===== src/rtl/uart_full_duplex_fifo.sv =====
// Full-duplex UART with a FIFO in each direction and a valid/ready handshake on each side.
// Baud divisor, data width, parity and stop bits are set by parameters.
// Each received word carries its own parity and framing error flags.
//
// state    | meaning (same encoding for TX and RX)
// IDLE     | line idle; TX waits for a FIFO word, RX waits for a start edge
// START    | start bit (TX drives 0, RX checks the middle of the bit)
// DATA     | data bits, LSB first
// PARITY   | parity bit, only used when PARITY_EN is set
// STOP     | stop bit(s); RX samples only the first one
module uart_full_duplex_fifo #(
    parameter int CLK_PER_BIT = 434,
    parameter int DATA_BITS   = 8,
    parameter int PARITY_EN   = 0,
    parameter int PARITY_ODD  = 0,
    parameter int STOP_BITS   = 1,
    parameter int FIFO_DEPTH  = 16
) (
    input  logic                 i_clk,
    input  logic                 i_rst,
    input  logic                 i_tx_valid,
    input  logic [DATA_BITS-1:0] i_tx_data,
    output logic                 o_tx_ready,
    output logic                 o_tx,
    output logic                 o_tx_busy,
    input  logic                 i_rx,
    output logic [DATA_BITS-1:0] o_rx_data,
    output logic                 o_rx_valid,
    input  logic                 i_rx_ready,
    output logic                 o_rx_parity_err,
    output logic                 o_rx_frame_err,
    output logic                 o_rx_overrun
);
    localparam int AW = $clog2(FIFO_DEPTH);
    localparam int CW = $clog2(STOP_BITS * CLK_PER_BIT + 1);
    localparam int NW = $clog2(DATA_BITS);
    localparam int RW = DATA_BITS + 2;
    localparam logic [CW-1:0] C_BIT  = CW'(CLK_PER_BIT - 1);
    localparam logic [CW-1:0] C_HALF = CW'(CLK_PER_BIT / 2 - 1);
    localparam logic [CW-1:0] C_STOP = CW'(STOP_BITS * CLK_PER_BIT - 1);
    localparam logic [NW-1:0] C_NBIT = NW'(DATA_BITS - 1);
    localparam logic P_EN  = (PARITY_EN != 0);
    localparam logic P_ODD = (PARITY_ODD != 0);

    localparam logic [2:0] S_IDLE   = 3'd0;
    localparam logic [2:0] S_START  = 3'd1;
    localparam logic [2:0] S_DATA   = 3'd2;
    localparam logic [2:0] S_PARITY = 3'd3;
    localparam logic [2:0] S_STOP   = 3'd4;

    // ---------------- TX FIFO ----------------
    logic [DATA_BITS-1:0] r_tx_mem [FIFO_DEPTH];
    logic [AW:0]          r_tx_wptr, r_tx_rptr;
    logic                 w_tx_empty, w_tx_full, w_tx_push, w_tx_pop;
    logic [DATA_BITS-1:0] w_tx_head;

    logic [2:0]           r_tx_state;
    logic [CW-1:0]        r_tx_cnt;
    logic [NW-1:0]        r_tx_nbit;
    logic [DATA_BITS-1:0] r_tx_sh;
    logic                 r_tx_par;
    logic                 r_tx;
    logic                 w_tx_line;

    assign w_tx_empty = (r_tx_wptr == r_tx_rptr);
    assign w_tx_full  = (r_tx_wptr[AW] != r_tx_rptr[AW]) &&
                        (r_tx_wptr[AW-1:0] == r_tx_rptr[AW-1:0]);
    assign w_tx_head  = r_tx_mem[r_tx_rptr[AW-1:0]];
    // The FSM only pops from IDLE or the last STOP cycle, so a pop never depends on i_tx_valid.
    assign w_tx_pop   = !w_tx_empty &&
                        ((r_tx_state == S_IDLE) || ((r_tx_state == S_STOP) && (r_tx_cnt == '0)));
    assign o_tx_ready = !w_tx_full || w_tx_pop;
    assign w_tx_push  = i_tx_valid && o_tx_ready;
    assign o_tx_busy  = !((r_tx_state == S_IDLE) && w_tx_empty);
    assign o_tx       = r_tx;

    // TX FIFO storage write
    always_ff @(posedge i_clk) begin
        if (w_tx_push) r_tx_mem[r_tx_wptr[AW-1:0]] <= i_tx_data;
    end

    // TX FIFO pointers
    always_ff @(posedge i_clk) begin
        if (i_rst) begin
            r_tx_wptr <= '0;
            r_tx_rptr <= '0;
        end else begin
            if (w_tx_push) r_tx_wptr <= r_tx_wptr + 1'b1;
            if (w_tx_pop)  r_tx_rptr <= r_tx_rptr + 1'b1;
        end
    end

    // Line level for the current TX state; registered below so the pin is glitch-free
    always_comb begin
        w_tx_line = 1'b1;
        case (r_tx_state)
            S_START:  w_tx_line = 1'b0;
            S_DATA:   w_tx_line = r_tx_sh[0];
            S_PARITY: w_tx_line = r_tx_par;
            default:  w_tx_line = 1'b1;
        endcase
    end

    // TX FSM: bit timing by down-counter, frames back-to-back while the FIFO has data
    always_ff @(posedge i_clk) begin
        if (i_rst) begin
            r_tx_state <= S_IDLE;
            r_tx_cnt   <= '0;
            r_tx_nbit  <= '0;
            r_tx_sh    <= '0;
            r_tx_par   <= 1'b0;
            r_tx       <= 1'b1;
        end else begin
            r_tx <= w_tx_line;
            if (w_tx_pop) begin
                r_tx_sh    <= w_tx_head;
                r_tx_par   <= ^w_tx_head ^ P_ODD;
                r_tx_state <= S_START;
                r_tx_cnt   <= C_BIT;
            end else begin
                case (r_tx_state)
                    S_START: begin
                        if (r_tx_cnt == '0) begin
                            r_tx_state <= S_DATA;
                            r_tx_cnt   <= C_BIT;
                            r_tx_nbit  <= C_NBIT;
                        end else r_tx_cnt <= r_tx_cnt - 1'b1;
                    end
                    S_DATA: begin
                        if (r_tx_cnt == '0) begin
                            r_tx_sh <= r_tx_sh >> 1;
                            if (r_tx_nbit == '0) begin
                                r_tx_state <= P_EN ? S_PARITY : S_STOP;
                                r_tx_cnt   <= P_EN ? C_BIT : C_STOP;
                            end else begin
                                r_tx_nbit <= r_tx_nbit - 1'b1;
                                r_tx_cnt  <= C_BIT;
                            end
                        end else r_tx_cnt <= r_tx_cnt - 1'b1;
                    end
                    S_PARITY: begin
                        if (r_tx_cnt == '0) begin
                            r_tx_state <= S_STOP;
                            r_tx_cnt   <= C_STOP;
                        end else r_tx_cnt <= r_tx_cnt - 1'b1;
                    end
                    S_STOP: begin
                        if (r_tx_cnt == '0) r_tx_state <= S_IDLE;
                        else                r_tx_cnt   <= r_tx_cnt - 1'b1;
                    end
                    default: r_tx_state <= S_IDLE;
                endcase
            end
        end
    end

    // ---------------- RX path ----------------
    logic          r_rx_s1, r_rx_s2, r_rx_d;
    logic          w_rx_fall;
    logic [2:0]    r_rx_state;
    logic [CW-1:0] r_rx_cnt;
    logic [NW-1:0] r_rx_nbit;
    logic [DATA_BITS-1:0] r_rx_sh;
    logic          r_rx_perr;
    logic          w_rx_push_req, w_rx_push, w_rx_pop, w_rx_empty, w_rx_full;
    logic [RW-1:0] r_rx_mem [FIFO_DEPTH];
    logic [AW:0]   r_rx_wptr, r_rx_rptr;
    logic [RW-1:0] w_rx_head;
    logic          r_rx_overrun;

    // Two-stage synchronizer plus one history stage for edge detection. A held-low
    // line (break) produces no new falling edge until it has been seen high again.
    always_ff @(posedge i_clk) begin
        if (i_rst) begin
            r_rx_s1 <= 1'b1;
            r_rx_s2 <= 1'b1;
            r_rx_d  <= 1'b1;
        end else begin
            r_rx_s1 <= i_rx;
            r_rx_s2 <= r_rx_s1;
            r_rx_d  <= r_rx_s2;
        end
    end

    assign w_rx_fall     = r_rx_d && !r_rx_s2;
    assign w_rx_push_req = (r_rx_state == S_STOP) && (r_rx_cnt == '0);

    // RX FSM: mid-bit sampling; returns to IDLE at the stop sample to absorb baud skew
    always_ff @(posedge i_clk) begin
        if (i_rst) begin
            r_rx_state <= S_IDLE;
            r_rx_cnt   <= '0;
            r_rx_nbit  <= '0;
            r_rx_sh    <= '0;
            r_rx_perr  <= 1'b0;
        end else begin
            case (r_rx_state)
                S_IDLE: begin
                    if (w_rx_fall) begin
                        r_rx_state <= S_START;
                        r_rx_cnt   <= C_HALF;
                        r_rx_perr  <= 1'b0;
                    end
                end
                S_START: begin
                    if (r_rx_cnt == '0) begin
                        r_rx_state <= r_rx_s2 ? S_IDLE : S_DATA;
                        r_rx_cnt   <= C_BIT;
                        r_rx_nbit  <= C_NBIT;
                    end else r_rx_cnt <= r_rx_cnt - 1'b1;
                end
                S_DATA: begin
                    if (r_rx_cnt == '0) begin
                        r_rx_sh  <= {r_rx_s2, r_rx_sh[DATA_BITS-1:1]};
                        r_rx_cnt <= C_BIT;
                        if (r_rx_nbit == '0) r_rx_state <= P_EN ? S_PARITY : S_STOP;
                        else                 r_rx_nbit  <= r_rx_nbit - 1'b1;
                    end else r_rx_cnt <= r_rx_cnt - 1'b1;
                end
                S_PARITY: begin
                    if (r_rx_cnt == '0) begin
                        r_rx_perr  <= r_rx_s2 ^ (^r_rx_sh) ^ P_ODD;
                        r_rx_state <= S_STOP;
                        r_rx_cnt   <= C_BIT;
                    end else r_rx_cnt <= r_rx_cnt - 1'b1;
                end
                S_STOP: begin
                    if (r_rx_cnt == '0) r_rx_state <= S_IDLE;
                    else                r_rx_cnt   <= r_rx_cnt - 1'b1;
                end
                default: r_rx_state <= S_IDLE;
            endcase
        end
    end

    assign w_rx_empty = (r_rx_wptr == r_rx_rptr);
    assign w_rx_full  = (r_rx_wptr[AW] != r_rx_rptr[AW]) &&
                        (r_rx_wptr[AW-1:0] == r_rx_rptr[AW-1:0]);
    assign w_rx_pop   = !w_rx_empty && i_rx_ready;
    // A pop in the same cycle frees the slot the new word lands in.
    assign w_rx_push  = w_rx_push_req && (!w_rx_full || w_rx_pop);
    assign w_rx_head  = r_rx_mem[r_rx_rptr[AW-1:0]];

    assign o_rx_valid      = !w_rx_empty;
    assign o_rx_data       = w_rx_head[RW-1:2];
    assign o_rx_parity_err = !w_rx_empty && w_rx_head[1];
    assign o_rx_frame_err  = !w_rx_empty && w_rx_head[0];
    assign o_rx_overrun    = r_rx_overrun;

    // RX FIFO storage write: {data, parity error, framing error}
    always_ff @(posedge i_clk) begin
        if (w_rx_push) r_rx_mem[r_rx_wptr[AW-1:0]] <= {r_rx_sh, r_rx_perr, ~r_rx_s2};
    end

    // RX FIFO pointers and the one-cycle overrun pulse for a dropped word
    always_ff @(posedge i_clk) begin
        if (i_rst) begin
            r_rx_wptr    <= '0;
            r_rx_rptr    <= '0;
            r_rx_overrun <= 1'b0;
        end else begin
            if (w_rx_push) r_rx_wptr <= r_rx_wptr + 1'b1;
            if (w_rx_pop)  r_rx_rptr <= r_rx_rptr + 1'b1;
            r_rx_overrun <= w_rx_push_req && !w_rx_push;
        end
    end
endmodule


===== config.mk =====
export PLATFORM = sky130hd
export DESIGN_NAME = uart_full_duplex_fifo
export DESIGN_NICKNAME = d
export VERILOG_FILES = /design/src/rtl/uart_full_duplex_fifo.sv
export SDC_FILE = /design/constraint.sdc
export NUM_CORES = 1
export LEC_CHECK = 0
export CORE_MARGIN = 2
export CORE_UTILIZATION = 60
export DETAILED_ROUTE_END_ITERATION = 10
export GPL_TIMING_DRIVEN = 1
export PLACE_DENSITY_LB_ADDON = 0.12
export SYNTH_ARGS = -nofsm -noshare
export SYNTH_HDL_FRONTEND = slang
export SYNTH_SLANG_ARGS = --single-unit

===== constraint.sdc =====
create_clock -name i_clk -period 4.6 [get_ports i_clk]
set_clock_uncertainty 0.2 [all_clocks]
set_input_delay 0.46 -clock i_clk [delete_from_list [all_inputs] [get_ports i_clk]]
set_output_delay 0.46 -clock i_clk [all_outputs]
set_load 0.02 [all_outputs]

### After elaboration in Yosys (flattened, before gate mapping)

Memory sizes are Yosys's and may differ from the RTL's. A register that Yosys moved wholly into a read port is not among the register bits.
Cells that the tools add are included.

| storage, ports and cells | value |
|---|---|
| register bits | 73 |
| memory bits (writable) | 288 |
| bits of input ports | 13 |
| output and inout bits | 15 |
| logic and storage cells | 168 |
| memories kept | 2 |

| cells by class | value |
|---|---|
| $add $sub $neg | 8 |
| eq/ne operators | 35 |
| mux-type cells | 46 |
| bitwise logic cells | 3 |
| reduce and logical (&&, ||, !) cells | 53 |

Memory list:

| memory | depth | bits a word | rd ports | clocked after Yosys merged registers in | write ports | line | source |
|---|---|---|---|---|---|---|---|
| r_rx_mem | 16 | 10 | 1 | 1 | 1 | 166 | `logic [RW-1:0] r_rx_mem [FIFO_DEPTH];` |
| r_tx_mem | 16 | 8 | 1 | 1 | 1 | 52 | `logic [DATA_BITS-1:0] r_tx_mem [FIFO_DEPTH];` |

Operators by type and width:

| kind | count |
|---|---|
| 9-bit two-way mux | 6 |
| 3-bit two-way mux | 17 |
| 9-bit one-hot mux with 3 select lines | 1 |
| 2-bit inequality test (second input constant) | 13 |
| 8-bit two-way mux | 3 |
| 5-bit by 1-bit adder with 5-bit output (second input constant) | 4 |
| 9-bit logical NOT | 2 |
| 9-bit one-hot mux with 2 select lines | 1 |
| 9-bit by 1-bit subtractor with 9-bit output (second input constant) | 2 |
| 4-bit two-way mux | 4 |
| 8-bit XOR reduction | 2 |
| 3-bit inequality test (second input constant) | 5 |
| 3-bit one-hot mux with 5 select lines | 1 |
| 5-bit AND reduction | 3 |
| 1-bit logical AND | 13 |
| 3-bit by 2-bit equality test with 1-bit output (second input constant) | 4 |
| 3-bit logical NOT | 4 |
| 3-bit one-hot mux with 2 select lines | 2 |
| 3-bit one-hot mux with 4 select lines | 1 |
| 2-bit nonzero test | 6 |
| 5-bit equality test | 2 |
| 4-bit equality test | 2 |
| 2-bit AND reduction | 4 |
| 1-bit logical NOT | 7 |
| 19 further kinds | 36 |

### Logic depth before layout (Yosys ltp)

| logic depth | value |
|---|---|
| depth after elaboration | 8 |
| gate-level depth with buffers | 11 |
| mapped depth without buffers | 9 |

### Least setup slack after synthesis

Ideal clock, no wire load.

| timing | value |
|---|---|
| path type | reg2reg |
| from | register r_rx_cnt[0] |
| to | memory r_rx_mem[0][0] in the netlist's numbering (enable) |
| library setup time | 0.390 ns |
| data arrival time | 2.725 ns |
| data required time | 4.010 ns |
| setup slack | 1.285 ns |
| stages on the path, launching flop included | 9 |
| buffers on the path | 1 |
| clock period less this slack | 3.315 ns |
| cells stage by stage | dfxtp_1 inv_1 ha_1 or3b_1 or3_1 buf_6 nor3b_4 nand2_1 nor3_1 |

| between the ends | value |
|---|---|
| longest elaborated chain between the ends | 5 |

RTL lines:

| what | line | source |
|---|---|---|
| start, declared | 161 | `logic [CW-1:0] r_rx_cnt;` |
| start signal, assigned | 210 | `end else r_rx_cnt <= r_rx_cnt - 1'b1;` |
| start signal, assigned | 218 | `end else r_rx_cnt <= r_rx_cnt - 1'b1;` |
| start signal, assigned | 225 | `end else r_rx_cnt <= r_rx_cnt - 1'b1;` |
| 9-bit logical NOT | 186 | `assign w_rx_push_req = (r_rx_state == S_STOP) && (r_rx_cnt == '0);` |
| 1-bit logical AND | 186 |  |
| 1-bit logical AND | 241 | `assign w_rx_push = w_rx_push_req && (!w_rx_full \|\| w_rx_pop);` |
| 1-bit two-way mux | 252 | `if (w_rx_push) r_rx_mem[r_rx_wptr[AW-1:0]] <= {r_rx_sh, r_rx_perr, ~r_rx_s2};` |
| 1-bit two-way mux (implied by the code) | 252 |  |
| end, declared | 166 |  |

Every way passes these cells.

==> results.json <==
{
  "max_freq_mhz": 253.1,
  "drc": 0,
  "clock_latency_ns": 0.52,
  "fin_hold_ws_ns": 0.2238,
  "rrSetupSlack_ns": 1.06,
  "numCtsBuffers": 39,
  "layout_setup_ws_ns": 0.6488,
  "cts_resized": 0,
  "reg2reg_to": "r_rx_mem[4][1]",
  "diodes": 0,
  "synth_area_leader_cell": "edfxtp_1",
  "arrival_ns": 3.29,
  "clock_path_buffers": 3,
  "cts_setup_buffers": 0,
  "die_area_um2": 26170,
  "first_iter_violations": 732,
  "synth_edf_count": 288,
  "start_util_pct": 61.24,
  "dpl-instance-area_um2": 15510,
  "grt_pass1_vias": 8210,
  "avgSynthCellArea_um2": 16.22,
  "whs_endpoint": "r_rx_s2",
  "die_x_um": 161.8,
  "synth_common_cells": "288 x edfxtp_1, 92 x nor2_1, 82 x mux4_2",
  "hp-class": "reg2reg",
  "drive_above_1_share_pct": 17.72,
  "worstSetupPathType": "reg2out",
  "syn2layout_area_growth_pct": 12.12,
  "rows": 57,
  "clkTransAtPathRegs_ns": 0.06,
  "io_pins": 28,
  "cap_viol_max_count": 0,
  "cp_max_fo": 25,
  "final_area_um2": 16750,
  "yosysSeqAreaShare_pct": 68.76,
  "endpoint_kind": "primary output",
  "cts_root_buffer": "clkbuf_16",
  "nets": 984,
  "power_density_nw_per_um2": 473.9,
  "cts_hold_buf": 0,
  "period_needed_ns": 3.951,
  "synth_top_area_share_pct": 57.90,
  "synth_most_common_cell": "edfxtp_1",
  "antenna_found_initial": 0,
  "grt_overflow": 0,
  "grt_pass1_wl_mm": 46.08,
  "critPathSlowestCell": "dfxtp_2",
  "synth_seq_cells": 369,
  "whs_path_depth": 1,
  "routed_wl_mm": 29.20,
  "ys_warn_count": 0,
  "tns_ns": 0,
  "detailed_place_hpwl_mm": 18.68,
  "rsz0062_at_grt": "no",
  "vias": 8080,
  "cts.sinks": 369,
  "yosys_most_used_dff": "edfxtp_1",
  "finalHoldViolCount": 0,
  "crit_path_start_kind": "flip-flop",
  "cp.required_ns": 3.94,
  "finalMaxSlewViolations": 0,
  "track_usage_pct": 23.22,
  "synth.distinct_cells": 52,
  "antenna_left": 0,
  "cts_tree": "done",
  "path_cells": "buf_12 -> mux4_2 -> mux4_2 -> and2_1 -> clkdlybuf4s50_1",
  "setup_viol": 0,
  "post_drt_wl_per_cell_um": 22.36,
  "avgViaCountPerCell": 6.187,
  "async_flop_share_pct": 0,
  "crit_path_max_incr_delay_ns": 0.72,
  "rr_worst_depth": 7,
  "place_ws_ns": 1.063,
  "syn_nets": 951,
  "tightest_slew_ns": 0.9301,
  "coreArea_um2": 24390,
  "timing.slew.headroom_pct": 37.76,
  "gp_congestion": 0.8357,
  "status": "complete, no violations",
  "postSynthCellCount": 921,
  "hold_path.startpoint": "r_rx_s1",
  "finalCritPeriodShare_pct": 85.90,
  "synth.cell_area_um2": 14940,
  "r2r_start": "r_rx_cnt[0]",
  "firstDrtPassIters": 5,
  "peakVddDrop_mv": 0.3798,
  "htreeDepth": 2,
  "die_h_um": 161.8,
  "portBuffers": 27,
  "cpMostUsedCell": "mux4_2",
  "grt_max_degree": 74,
  "total_leakage_power_nw": 5.495,
  "synthTopCellsByArea": "edfxtp_1 58%, mux4_2 12%, dfxtp_1 11%"
}
## report_power, final
group / internal, mW / leakage [nW] / switching, mW
logic: 0.500 / 1.58 / 0.633
clock network: 1.77 / 0.616 / 1.20
registers: 3.69 / 3.30 / 0.141
## worst max path at each step
stage	to	slack [ns]
2_1_floorplan	r_rx_mem[0][0]	1.29
3_3_place_gp	o_rx_frame_err	1.19
3_5_place_dp	r_rx_mem[9][9]	1.06
4_1_cts	o_rx_frame_err	0.56
5_1_grt	o_rx_frame_err	0.47
6_report	o_rx_frame_err	0.65
## area by class of cell
class                      count  area [um^2]
inverter                      21        78.83
sequential                   369        10270
multi-input combinational    483         4378
clock buffer                  49         1075
timing repair buffer          40        375.4
clock inverter                20        161.4
tap                          324        405.4
fill                        1622         7644
## per-stage QoR
| step | power [mW] | util (%) | cells |
|---|---|---|---|
| 2_1_floorplan | 4.773 | - | 921 |
| 3_3_place_gp | 4.970 | 63.59 | 1237 |
| 3_5_place_dp | 5.016 | 63.59 | 1237 |
| 4_1_cts | 7.983 | 68.66 | 1306 |
| 5_1_grt | 8.246 | 68.66 | 1306 |
| 6_report | 7.936 | 68.66 | 1306 |
## flip-flops by register name, summed over array words and instances (netlist names), 5 cells and up, named ones only
name and flops:
r_rx_mem 160, r_tx_mem 128, r_rx_cnt 9, r_tx_cnt 9
r_rx_sh 8, r_tx_sh 8, r_rx_rptr 5, r_rx_wptr 5
r_tx_rptr 5, r_tx_wptr 5
## layer usage
layer  up-vias  track usage [%]  routed length (um)
met1      4100            30.14               11670
li1       3632                -                   -
met3        62            3.703                1549
met5         -                0                   0
met2       286            40.62               15150
met4         0            7.482                 833
## kinds of logic after synthesis
logic type | Yosys count | share of synthesized area, %
AOI/OAI and AO/OA | 100 | 4.389
xor gates and xnor gates | 44 | 2.580
and+or+nand+nor | 223 | 7.413
adders and majority gates | 17 | 1.424
muxes | 99 | 13.50
DFF | 369 | 68.76
buffers and inverters | 69 | 1.935
## cell usage in the layout (no fill, tap or decap), types with 4 or more instances in the layout
cell type        count
nor3_1              26
mux2i_1             17
nor2b_1              6
or3_1                6
xnor2_1             24
inv_1               21
clkdlybuf4s50_1     26
nand2_1             34
clkbuf_16           40
xor2_1              20
ha_1                17
a21oi_1             28
nand3_1              5
a22oi_1             17
mux4_2              82
edfxtp_1           288
a311oi_1             4
nand4_1              8
buf_4               12
clkinv_2             9
nor2_1              92
a31oi_1              5
a211oi_1            13
clkinv_1             6
or2_2                5
clkbuf_8             4
nand2b_1             6
dfxtp_1             78
o21ai_0             19
and2_1              11
clkbuf_1             5
nor4_1               5
## worst max-delay path, delay by kind of cell (launching register included)
family	cells	cell delay (ns)
buf+inv	2	0.84
flops	1	0.72
mux	2	1.01
simple gates	1	0.18
Note: power is estimated with default switching activity, not from simulation.
